===== src/rtl/desc_sort_stream.sv =====
// desc_sort_stream: captures one vector of N words and streams them out greatest
// first, one word per accepted beat, each tagged with its original slot index.
// Build option: define SORTER_SIGNED_EN to compare words as two's-complement
// signed values. The default build compares unsigned. Ties always go to the
// lowest slot index, and the interface is the same in both builds.
module desc_sort_stream #(
    parameter int WIDTH = 16,
    parameter int N     = 4,
    parameter int IDXW  = $clog2(N)
) (
    input  logic                 clk,
    input  logic                 rst,
    input  logic                 in_valid,
    output logic                 in_ready,
    input  logic [N*WIDTH-1:0]   in_data,
    output logic                 out_valid,
    input  logic                 out_ready,
    output logic [WIDTH-1:0]     out_data,
    output logic [IDXW-1:0]      out_idx,
    output logic                 out_last
);

    // The search tree is padded to a power of two. Padding leaves never win.
    localparam int LEAVES = 1 << IDXW;
    localparam int NODES  = 2 * LEAVES - 1;

    typedef enum logic {
        ST_IDLE,
        ST_EMIT
    } state_t;

    state_t           state_q;
    logic             in_ready_q;
    logic             out_valid_q;
    logic [N-1:0]     used_q;
    logic [IDXW-1:0]  cnt_q;
    logic [WIDTH-1:0] word_q [N];

    logic [WIDTH-1:0] in_word_d [N];
    logic             capture_d;
    logic             advance_d;
    logic             last_d;
    logic [WIDTH-1:0] max_data_d;
    logic [IDXW-1:0]  max_idx_d;

    // Node arrays for the selection tree. Node n has children 2n+1 and 2n+2.
    // The leaves start at LEAVES-1.
    logic [WIDTH-1:0] t_data [NODES];
    logic [IDXW-1:0]  t_idx  [NODES];
    logic             t_vld  [NODES];

    // Returns 1 when a is greater than or equal to b in the selected number format.
    function automatic logic word_ge(input logic [WIDTH-1:0] a, input logic [WIDTH-1:0] b);
`ifdef SORTER_SIGNED_EN
        return $signed(a) >= $signed(b);
`else
        return a >= b;
`endif
    endfunction

    // Split the packed input bus into per-slot words.
    generate
        for (genvar gi = 0; gi < N; gi++) begin : g_slot
            assign in_word_d[gi] = in_data[gi*WIDTH +: WIDTH];
        end
    endgenerate

    // in_ready is high only in IDLE, and out_valid is high only in EMIT.
    assign capture_d = in_ready_q && in_valid;
    assign advance_d = out_valid_q && out_ready;
    assign last_d    = out_valid_q && (cnt_q == IDXW'(N - 1));

    // Balanced max tree over the unused entries. On a tie the left child wins,
    // and the left child always holds the lower indices.
    always_comb begin
        for (int k = 0; k < NODES; k++) begin
            t_data[k] = '0;
            t_idx[k]  = '0;
            t_vld[k]  = 1'b0;
        end
        for (int k = 0; k < N; k++) begin
            t_data[LEAVES-1+k] = word_q[k];
            t_idx[LEAVES-1+k]  = IDXW'(k);
            t_vld[LEAVES-1+k]  = ~used_q[k];
        end
        for (int n = LEAVES - 2; n >= 0; n--) begin
            if (t_vld[2*n+1] && (!t_vld[2*n+2] || word_ge(t_data[2*n+1], t_data[2*n+2]))) begin
                t_data[n] = t_data[2*n+1];
                t_idx[n]  = t_idx[2*n+1];
            end else begin
                t_data[n] = t_data[2*n+2];
                t_idx[n]  = t_idx[2*n+2];
            end
            t_vld[n] = t_vld[2*n+1] || t_vld[2*n+2];
        end
        max_data_d = t_data[0];
        max_idx_d  = t_idx[0];
    end

    // Word store. It is loaded only at the capture edge, and reset leaves its contents as they are.
    always_ff @(posedge clk) begin
        if (capture_d) begin
            word_q <= in_word_d;
        end
    end

    // Control FSM with registered handshake flags, the emitted-slot mask and the beat count.
    always_ff @(posedge clk) begin
        if (rst) begin
            state_q     <= ST_IDLE;
            in_ready_q  <= 1'b1;
            out_valid_q <= 1'b0;
            used_q      <= '0;
            cnt_q       <= '0;
        end else begin
            case (state_q)
                ST_IDLE: begin
                    if (capture_d) begin
                        state_q     <= ST_EMIT;
                        in_ready_q  <= 1'b0;
                        out_valid_q <= 1'b1;
                        used_q      <= '0;
                        cnt_q       <= '0;
                    end
                end
                ST_EMIT: begin
                    if (advance_d) begin
                        used_q[max_idx_d] <= 1'b1;
                        cnt_q             <= cnt_q + IDXW'(1);
                        if (last_d) begin
                            state_q     <= ST_IDLE;
                            in_ready_q  <= 1'b1;
                            out_valid_q <= 1'b0;
                        end
                    end
                end
                default: begin
                    state_q     <= ST_IDLE;
                    in_ready_q  <= 1'b1;
                    out_valid_q <= 1'b0;
                end
            endcase
        end
    end

    // The data and index outputs are forced to zero when no beat is being offered.
    assign in_ready  = in_ready_q;
    assign out_valid = out_valid_q;
    assign out_data  = out_valid_q ? max_data_d : '0;
    assign out_idx   = out_valid_q ? max_idx_d : '0;
    assign out_last  = last_d;

endmodule


===== config.mk =====
export PLATFORM = sky130hd
export DESIGN_NAME = desc_sort_stream
export DESIGN_NICKNAME = d
export VERILOG_FILES = /design/src/rtl/desc_sort_stream.sv
export SDC_FILE = /design/constraint.sdc
export NUM_CORES = 1
export LEC_CHECK = 0
export ABC_AREA = 1
export BUFFER_PORTS_ARGS = -buffer_cell sky130_fd_sc_hd__buf_4
export CORE_ASPECT_RATIO = 0.9
export CORE_UTILIZATION = 60
export CTS_BUF_LIST = sky130_fd_sc_hd__clkbuf_4 sky130_fd_sc_hd__clkbuf_8 sky130_fd_sc_hd__clkbuf_16
export DETAILED_ROUTE_END_ITERATION = 10
export PLACE_DENSITY = 0.86
export REMOVE_ABC_BUFFERS = 1
export SETUP_SLACK_MARGIN = 0.2
export SLEW_MARGIN = 0
export SYNTH_ARGS = -nofsm -noshare
export SYNTH_HDL_FRONTEND = slang
export SYNTH_SLANG_ARGS = --single-unit

===== constraint.sdc =====
create_clock -name clk -period 9.4 [get_ports clk]
set_clock_uncertainty 0.15 [all_clocks]
set_input_delay 1.41 -clock clk [delete_from_list [all_inputs] [get_ports clk]]
set_output_delay 1.41 -clock clk [all_outputs]
set_load 0.01 [all_outputs]

Word-level counts from Yosys, hierarchy flattened
Index checks and enable logic that the tools add are counted.
{"block": "totals", "regBits": 73, "inputBits": 68, "output_inout_bits": 21, "elab_cells": 68}
{"block": "classes", "add_sub_neg": 1, "order_cmp": 5, "eq_ne": 4, "muxes": 28, "bitwise": 6, "n_reduce_logical": 15}
{"cell": "$mux 16", "count": 4}
{"cell": "$ge 16x16->1", "count": 3}
{"cell": "$mux 1", "count": 12}
{"cell": "$mux 2", "count": 4}
{"cell": "$mux 4", "count": 2}
{"cell": "$pmux 4 s2", "count": 1}
{"cell": "$logic_and 1x1->1", "count": 7}
{"cell": "$pmux 1 s2", "count": 3}
{"cell": "$logic_or 1x1->1", "count": 5}
{"cell": "$not 1->1", "count": 5}
{"cell": "$ne 2x2->1 const B", "count": 2}
{"cell": "$or 4x4->4", "count": 1}
{"cell": "$pmux 2 s2", "count": 1}
{"cell": "$lt 2x3->1 const B", "count": 1}
{"cell": "$reduce_and 3->1", "count": 1}
{"cell": "$add 2x1->2 const B", "count": 1}
{"cell": "$demux 1 s2", "count": 1}
{"cell": "$eq 2x2->1 const B", "count": 1}
{"cell": "$ge 2x1->1 const B", "count": 1}
{"cell": "$ne 2x1->1 const B", "count": 1}
{"cell": "$reduce_and 2->1", "count": 1}
{"cell": "$logic_not 1->1", "count": 1}

Logic depth before layout (Yosys ltp)
Gate-level depths: netlist of the first run.
{"block": "depth", "ltp_word": 15, "depth_mapped": 29, "depth_no_buf": 28}

Worst setup path before layout of the first run
Ideal clock, no wire load.
{"block": "synth_timing", "path_type": "flip-flop to output port", "startpoint": "reg word_q, in the netlist t_data[61]", "endpoint": "out out_data[10]", "t_arrival_ns": 2.964, "required_ns": 7.840, "slack_ns": 4.876, "stages_incl_launch_ff": 22, "path_buffers": 2, "cell_sequence": "edfxtp_1 > ha_1 > nand2_1 > inv_1 > o21ai_1 > nand3_1 > nor2_1 > nand2_4 > nand2_4 > buf_6 > nand2_1 > and2_1 > ha_1 > nand2_2 > o21bai_1 > nand2_1 > a21oi_2 > nand2_4 > a21oi_4 > buf_6 > nand3_1 > nand2_1"}
{"block": "synth_via", "elab_chain_cells": 9}
{"item": "start: declaration", "line_no": "37", "source": "logic [WIDTH-1:0] word_q [N];"}
{"item": "start signal: assignment", "line_no": "103", "source": "word_q <= in_word_d;"}
{"item": "$ge 16x16->1", "line_no": "57", "source": "return a >= b;"}
{"item": "$logic_or 1x1->1", "line_no": "87", "source": "if (t_vld[2*n+1] && (!t_vld[2*n+2] || word_ge(t_data[2*n+1], t_data[2*n+2]))) begin"}
{"item": "$logic_and 1x1->1", "line_no": "87"}
{"item": "$mux 16 (*)", "line_no": "87"}
{"item": "$ge 16x16->1", "line_no": "57"}
{"item": "$logic_or 1x1->1", "line_no": "87"}
{"item": "$logic_and 1x1->1", "line_no": "87"}
{"item": "$mux 16 (*)", "line_no": "87"}
{"item": "$mux 16 (*)", "line_no": "149", "source": "assign out_data = out_valid_q ? max_data_d : '0;"}
{"item": "end: declaration", "line_no": "18", "source": "output logic [WIDTH-1:0] out_data,"}
Every way passes the cells marked *; elsewhere a longest branch is shown, timed or not.

Worst setup path after layout of the first run
{"block": "layout_timing", "startpoint": "reg word_q, in the netlist t_data[45]", "endpoint": "out out_data[2]"}
Same word-level chain as after synthesis.

==> run_results.csv, run 1 <==
group,metric,value,unit
timing,hold_viol,0,
clock_tree,post_cts_resized,0,
timing,rsz0062_at_grt,"false",
global_routing,grt_pass1_wl,16700,µm
pwr,ir_worst_vdd,0.135,mV
synthesis,ys_top_cells_by_count,"nand2_1, inv_1, edfxtp_1, nand3_1, ha_1",
final_layout,stdcell_count,694,
setup_path,rr_worst_depth,24,
timing,tightestPinTransition,0.665,ns
clock_tree,clock_tree.buffer_depth,2,
routing,routedWlPerCell,14.9,µm
floorplan,die_y,84.3,µm
place,place_hpwl,7860,µm
clock_tree,cts_root_buffer,"clkbuf_8",
timing,max_freq,178,MHz
timing,finalCritPeriodShare,0.599,
setup_path,end_kind,"output pin",
floorplan,die_w,93.5,µm
floorplan,die_area,0.00788,mm²
status,outcome,"finished clean",
clock_tree,cts_tree,"built",
synthesis,synth_area_leaders,"edfxtp_1, ha_1, nand2_1",
place,dp_cells,678,
timing,setup_tns,0,ns
synthesis,synth_edf_count,64,
clock_tree,clock-sinks,73,
routing,drc_errors,0,
timing,slew_violations,0,
pwr,combPwrFrac,0.291,
floorplan,fp-row-count,29,
timing,fin_ws,3.77,ns
final_layout,syn_to_final_growth,21.1,%
pwr,powerDensity,177,mW/mm²
routing,via_per_inst,5.39,
setup_path,reg2reg_from,"t_data[45]$_DFFE_PP_",
final_layout,final_area,0.00547,mm²
timing,setup-violations-final,0,
place,gp_congestion,0.857,
pwr,power_switching,294,µW
synthesis,yosysMostFrequentCell,"nand2_1",
routing,ant_nets,0,
place,postPlaceCellArea,0.00523,mm²
final_layout,finalNetCount,713,
global_routing,antenna_found_initial,0,
global_routing,grt-ovfl-total,0,
clock_tree,cts_hold_repair.buffers,0,
pwr,p_leak,0.00276,µW
clock_tree,numCtsBuffers,9,
floorplan,start_util,0.632,
synthesis,yosysWarnings,0,
worst_hold_path,hold_depth,2,
pwr,clkPwrFrac,0.305,
routing,first_pass_iters,5,
routing,wirelength,10300,µm
synthesis,yosysTopAreaCell,"edfxtp_1",
final_layout,drive_gt1_frac,0.198,
worst_hold_path,holdPathEnd,"used_q[3]$_SDFFE_PP0P_",
setup_path,reg2reg_slack,5.84,ns
global_routing,grt_usage,0.276,
setup_path,cp_data_required_time,7.84,ns
synthesis,ys_types,27,
setup_path,cp_max_fo,18,
worst_hold_path,hp-class,"reg2reg",
synthesis,synth_top_area_frac,0.425,
setup_path,cp.arrival,4.07,ns
synthesis,yosys_register_bits,73,
place,io_buffers,88,
setup_path,worst_setup_path_start_kind,"flip-flop",
clock_tree,clkTransAtPathRegs,0.08,ns
setup_path,r2r-end,"used_q[3]$_SDFFE_PP0P_",
pwr,p_int,671,µW
pwr,switching_share,0.305,
floorplan,io_pins,89,
timing,whs,0.335,ns
synthesis,syn_inst,504,
global_routing,grt_max_degree,34,
timing,fin_crit,5.63,ns
clock_tree,clock_latency,0.35,ns
routing,drtIter0Drc,255,
routing,vias,3742,
place,dp_slack,4.24,ns
worst_hold_path,min_from,"used_q[3]$_SDFFE_PP0P_",
synthesis,yosys_most_used_dff,"edfxtp_1",
floorplan,core,0.00715,mm²
pwr,pwr-share-seq,0.405,
clock_tree,cts_setup_buffers,0,
timing,relSlewSlack,0.556,
global_routing,grt_pass1_vias,3672,
synthesis,synthArstFlopShare,0,
synthesis,syn_area,0.00452,mm²
run,cap_viol_max_count,0,
synthesis,ys_seq_area_frac,0.465,
setup_path,path_class,"reg2out",
clock_tree,htree_levels,3,
synthesis,syn_area_per_cell,8.96,µm²
final_layout,insertedDiodeCount,0,
-- cell families (layout without fill, tap and decap cells) --
family | Yosys count | in the layout | synth area share
flops | 73 | 73 | 0.465
buf+inv | 89 | 186 | 0.0831
simple gates | 257 | 257 | 0.269
fa+ha+maj | 49 | 49 | 0.136
compound gates | 36 | 36 | 0.0471
-- flip-flops by register name, indices dropped and copies added (netlist names) --
signal     cells
cnt_q          2
state_q        1
in_ready       1
t_data        64
used_q         4
out_valid      1
-- worst max-delay path by stage --
| stage | end | depth (start not counted) | from | slack, ns |
|---|---|---|---|---|
| after floorplan | out_data[0] | 19 | t_data[61]$_DFFE_PP_ | 4.85 |
| after global placement | out_data[1] | 24 | t_data[45]$_DFFE_PP_ | 4.33 |
| after detailed placement | out_data[2] | 23 | t_data[61]$_DFFE_PP_ | 4.24 |
| after CTS | out_data[2] | 24 | t_data[45]$_DFFE_PP_ | 3.81 |
| after global routing | out_data[9] | 24 | t_data[45]$_DFFE_PP_ | 3.42 |
| final | out_data[2] | 24 | t_data[45]$_DFFE_PP_ | 3.77 |
-- per-layer routing --
layer	global-route usage	up-vias	part of all wire
met5	0	-	0
met4	0.112	0	0.019
met3	0.0661	21	0.068
met2	0.451	158	0.48
met1	0.352	1715	0.43
li1	-	1848	-
-- layout make-up --
type / count / area, µm²
Clock buffer: 10 / 131
Clock inverter: 6 / 106
Fill cell: 498 / 1680
Inverter: 81 / 304
Multi-Input combinational cell: 342 / 2040
Sequential cell: 73 / 2100
Tap cell: 93 / 116
Timing Repair Buffer: 89 / 668
-- layout by cell type, fill, tap and decap left out, types with 2 or more instances in the layout --
| cell type | n |
|---|---|
| nand2_2 | 2 |
| nor2_1 | 22 |
| dfxtp_1 | 9 |
| nand4_1 | 2 |
| nor3_1 | 2 |
| inv_1 | 78 |
| buf_4 | 89 |
| a21oi_2 | 3 |
| nand2_1 | 133 |
| nand2_4 | 6 |
| nand3b_1 | 15 |
| o21ai_0 | 9 |
| o21bai_1 | 3 |
| ha_1 | 49 |
| bufinv_16 | 3 |
| nand3_1 | 56 |
| and2_1 | 16 |
| a21oi_1 | 18 |
| clkbuf_8 | 9 |
| edfxtp_1 | 64 |
| clkinv_1 | 3 |
-- worst max-delay path, cell delays in order, from the launching register on --
cell and delay [ns]:
edfxtp_1 0.38, inv_1 0.12, ha_1 0.25, nand2_1 0.08
inv_1 0.04, o21ai_1 0.12, nand3_1 0.10, nor2_1 0.23
nand2_4 0.18, nand2_4 0.20, nand2_1 0.12, and2_1 0.17
ha_1 0.32, nand2_1 0.08, inv_1 0.05, nand2_1 0.07
nor2_1 0.05, nor2_1 0.07, nand2_1 0.06, nand2_1 0.11
nand2_4 0.10, a21oi_4 0.40, nand3_1 0.17, nand2_1 0.12
buf_4 0.12
-- per-stage QoR --
step / utilization / power, µW
after global routing: 0.765 / 1020
final: 0.765 / 965
after CTS: 0.765 / 965
after global placement: 0.732 / 660
after detailed placement: 0.732 / 672
after floorplan: - / 577
-- power by group through the flow --
stage	Clock, µW	Sequential, µW	Combinational [µW]
2_1_floorplan	0	394	183
3_3_place_gp	0	396	264
3_5_place_dp	0	397	275
4_1_cts	297	390	278
5_1_grt	311	392	313
6_report	294	391	280
Note: power is estimated with default switching activity, not from simulation.
==> run 2: changes to the inputs <==
--- a/config.mk
+++ b/config.mk
@@ -5,13 +5,13 @@
 export SDC_FILE = /design/constraint.sdc
 export NUM_CORES = 1
 export LEC_CHECK = 0
-export ABC_AREA = 1
+export ABC_AREA = 0
 export BUFFER_PORTS_ARGS = -buffer_cell sky130_fd_sc_hd__buf_4
 export CORE_ASPECT_RATIO = 0.9
-export CORE_UTILIZATION = 60
+export CORE_UTILIZATION = 49
 export CTS_BUF_LIST = sky130_fd_sc_hd__clkbuf_4 sky130_fd_sc_hd__clkbuf_8 sky130_fd_sc_hd__clkbuf_16
 export DETAILED_ROUTE_END_ITERATION = 10
-export PLACE_DENSITY = 0.86
+export PLACE_DENSITY = 0.76
 export REMOVE_ABC_BUFFERS = 1
 export SETUP_SLACK_MARGIN = 0.2
 export SLEW_MARGIN = 0
==> constraint.sdc (replaced) <==
create_clock -name clk -period 4.7 [get_ports clk]
set_clock_uncertainty 0.15 [all_clocks]
set_input_delay 0.705 -clock clk [delete_from_list [all_inputs] [get_ports clk]]
set_output_delay 0.705 -clock clk [all_outputs]
set_load 0.01 [all_outputs]
==> run_results.csv, run 2 <==
group,metric,value,unit
final_layout,drive_gt1_frac,0.469,
synthesis,synth_top_area_frac,0.476,
global_routing,grt_pass1_wl,15700,µm
timing,setup-violations-final,18,
routing,vias,3397,
setup_path,startpoint,"t_data[0]$_DFFE_PP_",
floorplan,io_pins,89,
timing,whs,0.339,ns
synthesis,yosysTopAreaCell,"edfxtp_1",
setup_path,cpMaxStageDelayCell,"a2111oi_1",
setup_path,path_cells,"ha_1, nand2b_1, a2111oi_1, buf_4, nand4b_1, a41oi_4, buf_4, mux2i_1, ha_4, buf_4, a21oi_1, nand2_1, a32oi_2, a32o_2, or2_4, o22ai_2, buf_4",
timing,slew_violations,0,
global_routing,grt_pass1_vias,3349,
synthesis,synth_edf_count,64,
setup_path,cp_max_fo,8,
timing,fin_crit,5.68,ns
floorplan,die_y,88.1,µm
pwr,powerDensity,311,mW/mm²
routing,via_per_inst,5.56,
final_layout,final_common_cell,"buf_4",
run,cap_viol_max_count,0,
timing,setup_tns,-16.96,ns
clock_tree,htree_levels,3,
synthesis,syn_area,0.00403,mm²
synthesis,yosysWarnings,0,
synthesis,synth_area_leaders,"edfxtp_1, ha_1, mux2i_1",
place,dp_slack,-0.580,ns
synthesis,yosys_register_bits,73,
setup_path,path_class,"reg2out",
clock_tree,clock-sinks,73,
place,dp_cells,579,
global_routing,antenna_found_initial,0,
floorplan,start_util,0.502,
place,place_hpwl,7050,µm
final_layout,final_cell_mix,"buf_4, edfxtp_1, inv_1",
synthesis,syn_area_per_cell,11.9,µm²
clock_tree,clock_latency,0.36,ns
setup_path,slowest_delay,0.60,ns
timing,tightestPinTransition,0.927,ns
setup_path,end_kind,"output pin",
floorplan,die_area,0.00860,mm²
synthesis,ys_top_cells_by_count,"edfxtp_1, inv_1, ha_1, mux2i_1",
final_layout,stdcell_count,611,
synthesis,ys_seq_area_frac,0.521,
synthesis,yosys_most_used_dff,"edfxtp_1",
routing,wirelength,11400,µm
timing,max_freq,176,MHz
timing,finalCritPeriodShare,1.21,
setup_path,cp_top_family,"compound AO/OA/AOI/OAI gates",
global_routing,grt_usage,0.242,
routing,first_pass_iters,8,
pwr,ir_worst_vdd,0.234,mV
setup_path,crit_top_cell,"buf_4",
final_layout,syn_to_final_growth,49.3,%
timing,rsz0062_at_grt,"true",
worst_hold_path,min_from,"used_q[3]$_SDFFE_PP0P_",
routing,drc_errors,10,
timing,hold_viol,0,
final_layout,insertedDiodeCount,0,
routing,routedWlPerCell,18.6,µm
floorplan,die_w,97.6,µm
clock_tree,numCtsBuffers,9,
setup_path,critPathBufInv,4,
final_layout,largest_reg_flops,64,
place,gp_congestion,0.832,
pwr,power.total,1870,µW
final_layout,finalNetCount,624,
synthesis,ys_types,39,
clock_tree,cts_tree,"built",
timing,fin_ws,-0.978,ns
synthesis,yosysMostFrequentCell,"edfxtp_1",
timing,relSlewSlack,0.382,
floorplan,core,0.00803,mm²
routing,drtIter0Drc,201,
pwr,p_leak,0.00268,µW
status,outcome,"complete, but fails checks",
synthesis,synthArstFlopShare,0,
setup_path,worst_setup_path_start_kind,"flip-flop",
status,violations,"DRC, setup timing",
setup_path,cp.arrival,4.82,ns
worst_hold_path,hp-class,"reg2reg",
setup_path,cp_data_required_time,3.85,ns
floorplan,fp-row-count,31,
routing,ant_nets,0,
clock_tree,cts_root_buffer,"clkbuf_8",
clock_tree,clkTransAtPathRegs,0.08,ns
global_routing,grt_max_degree,40,
place,io_buffers,88,
global_routing,grt-ovfl-total,0,
synthesis,syn_inst,339,
setup_path,reg2reg_from,"t_data[0]$_DFFE_PP_",
clock_tree,clock_tree.buffer_depth,2,
[run 2: area by class of cell]
| class | count | area (µm²) |
|---|---|---|
| multi-input combinational | 205 | 2150 |
| tap | 99 | 124 |
| clock buffer | 10 | 131 |
| inverter | 55 | 206 |
| timing repair buffer | 163 | 1260 |
| clock inverter | 6 | 43.8 |
| sequential | 73 | 2100 |
| fill | 467 | 2000 |
[run 2: final timing paths]
| path | to | slack (ns) | cells past startpoint |
|---|---|---|---|
| hold reg to reg | used_q[3]$_SDFFE_PP0P_ | 0.34 | 2 |
| hold / removal | used_q[3]$_SDFFE_PP0P_ | 0.34 | 2 |
| setup reg to reg | used_q[3]$_SDFFE_PP0P_ | 0.19 | 17 |
| setup / recovery | out_data[14] | -0.98 | 17 |
[run 2: cell families (layout without fill, tap and decap cells)]
family,count (synthesis),count (layout),share of synthesized area
compound gates,57,57,0.0878
fa+ha+maj,49,49,0.152
buf+inv,62,234,0.0735
flops,73,73,0.521
mux,32,32,0.0794
simple gates,66,67,0.0862
[run 2: worst register-to-register path, delay by kind of cell (launching register included)]
family | cells | cell delay [ns]
AOI/OAI and AO/OA | 6 | 1.69
adders and majority gates | 2 | 0.57
buffers and inverters | 4 | 0.77
DFF | 1 | 0.40
muxes | 1 | 0.37
and+or+nand+nor | 4 | 0.49
[run 2: power by group]
part | switching [µW] | total, µW | internal (µW)
Combinational | 309 | 645 | 335
Sequential | 27.9 | 779 | 751
Clock | 252 | 451 | 198
[run 2: repair_timing]
item	in CTS	in global routing
buffers inserted	1	14
pin swaps	5	14
setup endpoints to repair	18	21
hold endpoints to repair	0	0
gates cloned	1	0
resized for setup	33	57
hold buffers	0	0
[run 2: routing by layer]
| layer | routed length (µm) | track usage | vias up |
|---|---|---|---|
| met5 | 0 | 0 | - |
| met4 | 418 | 0.0923 | 0 |
| met3 | 677 | 0.0583 | 38 |
| met2 | 5820 | 0.439 | 156 |
| met1 | 4460 | 0.281 | 1615 |
| li1 | - | - | 1588 |
[run 2: through the flow]
step	utilization	instance area (µm²)
floorplan	-	3940
global placement	0.646	5190
detailed placement	0.646	5190
CTS	0.691	5550
global route	0.750	6020
finish	0.750	6020
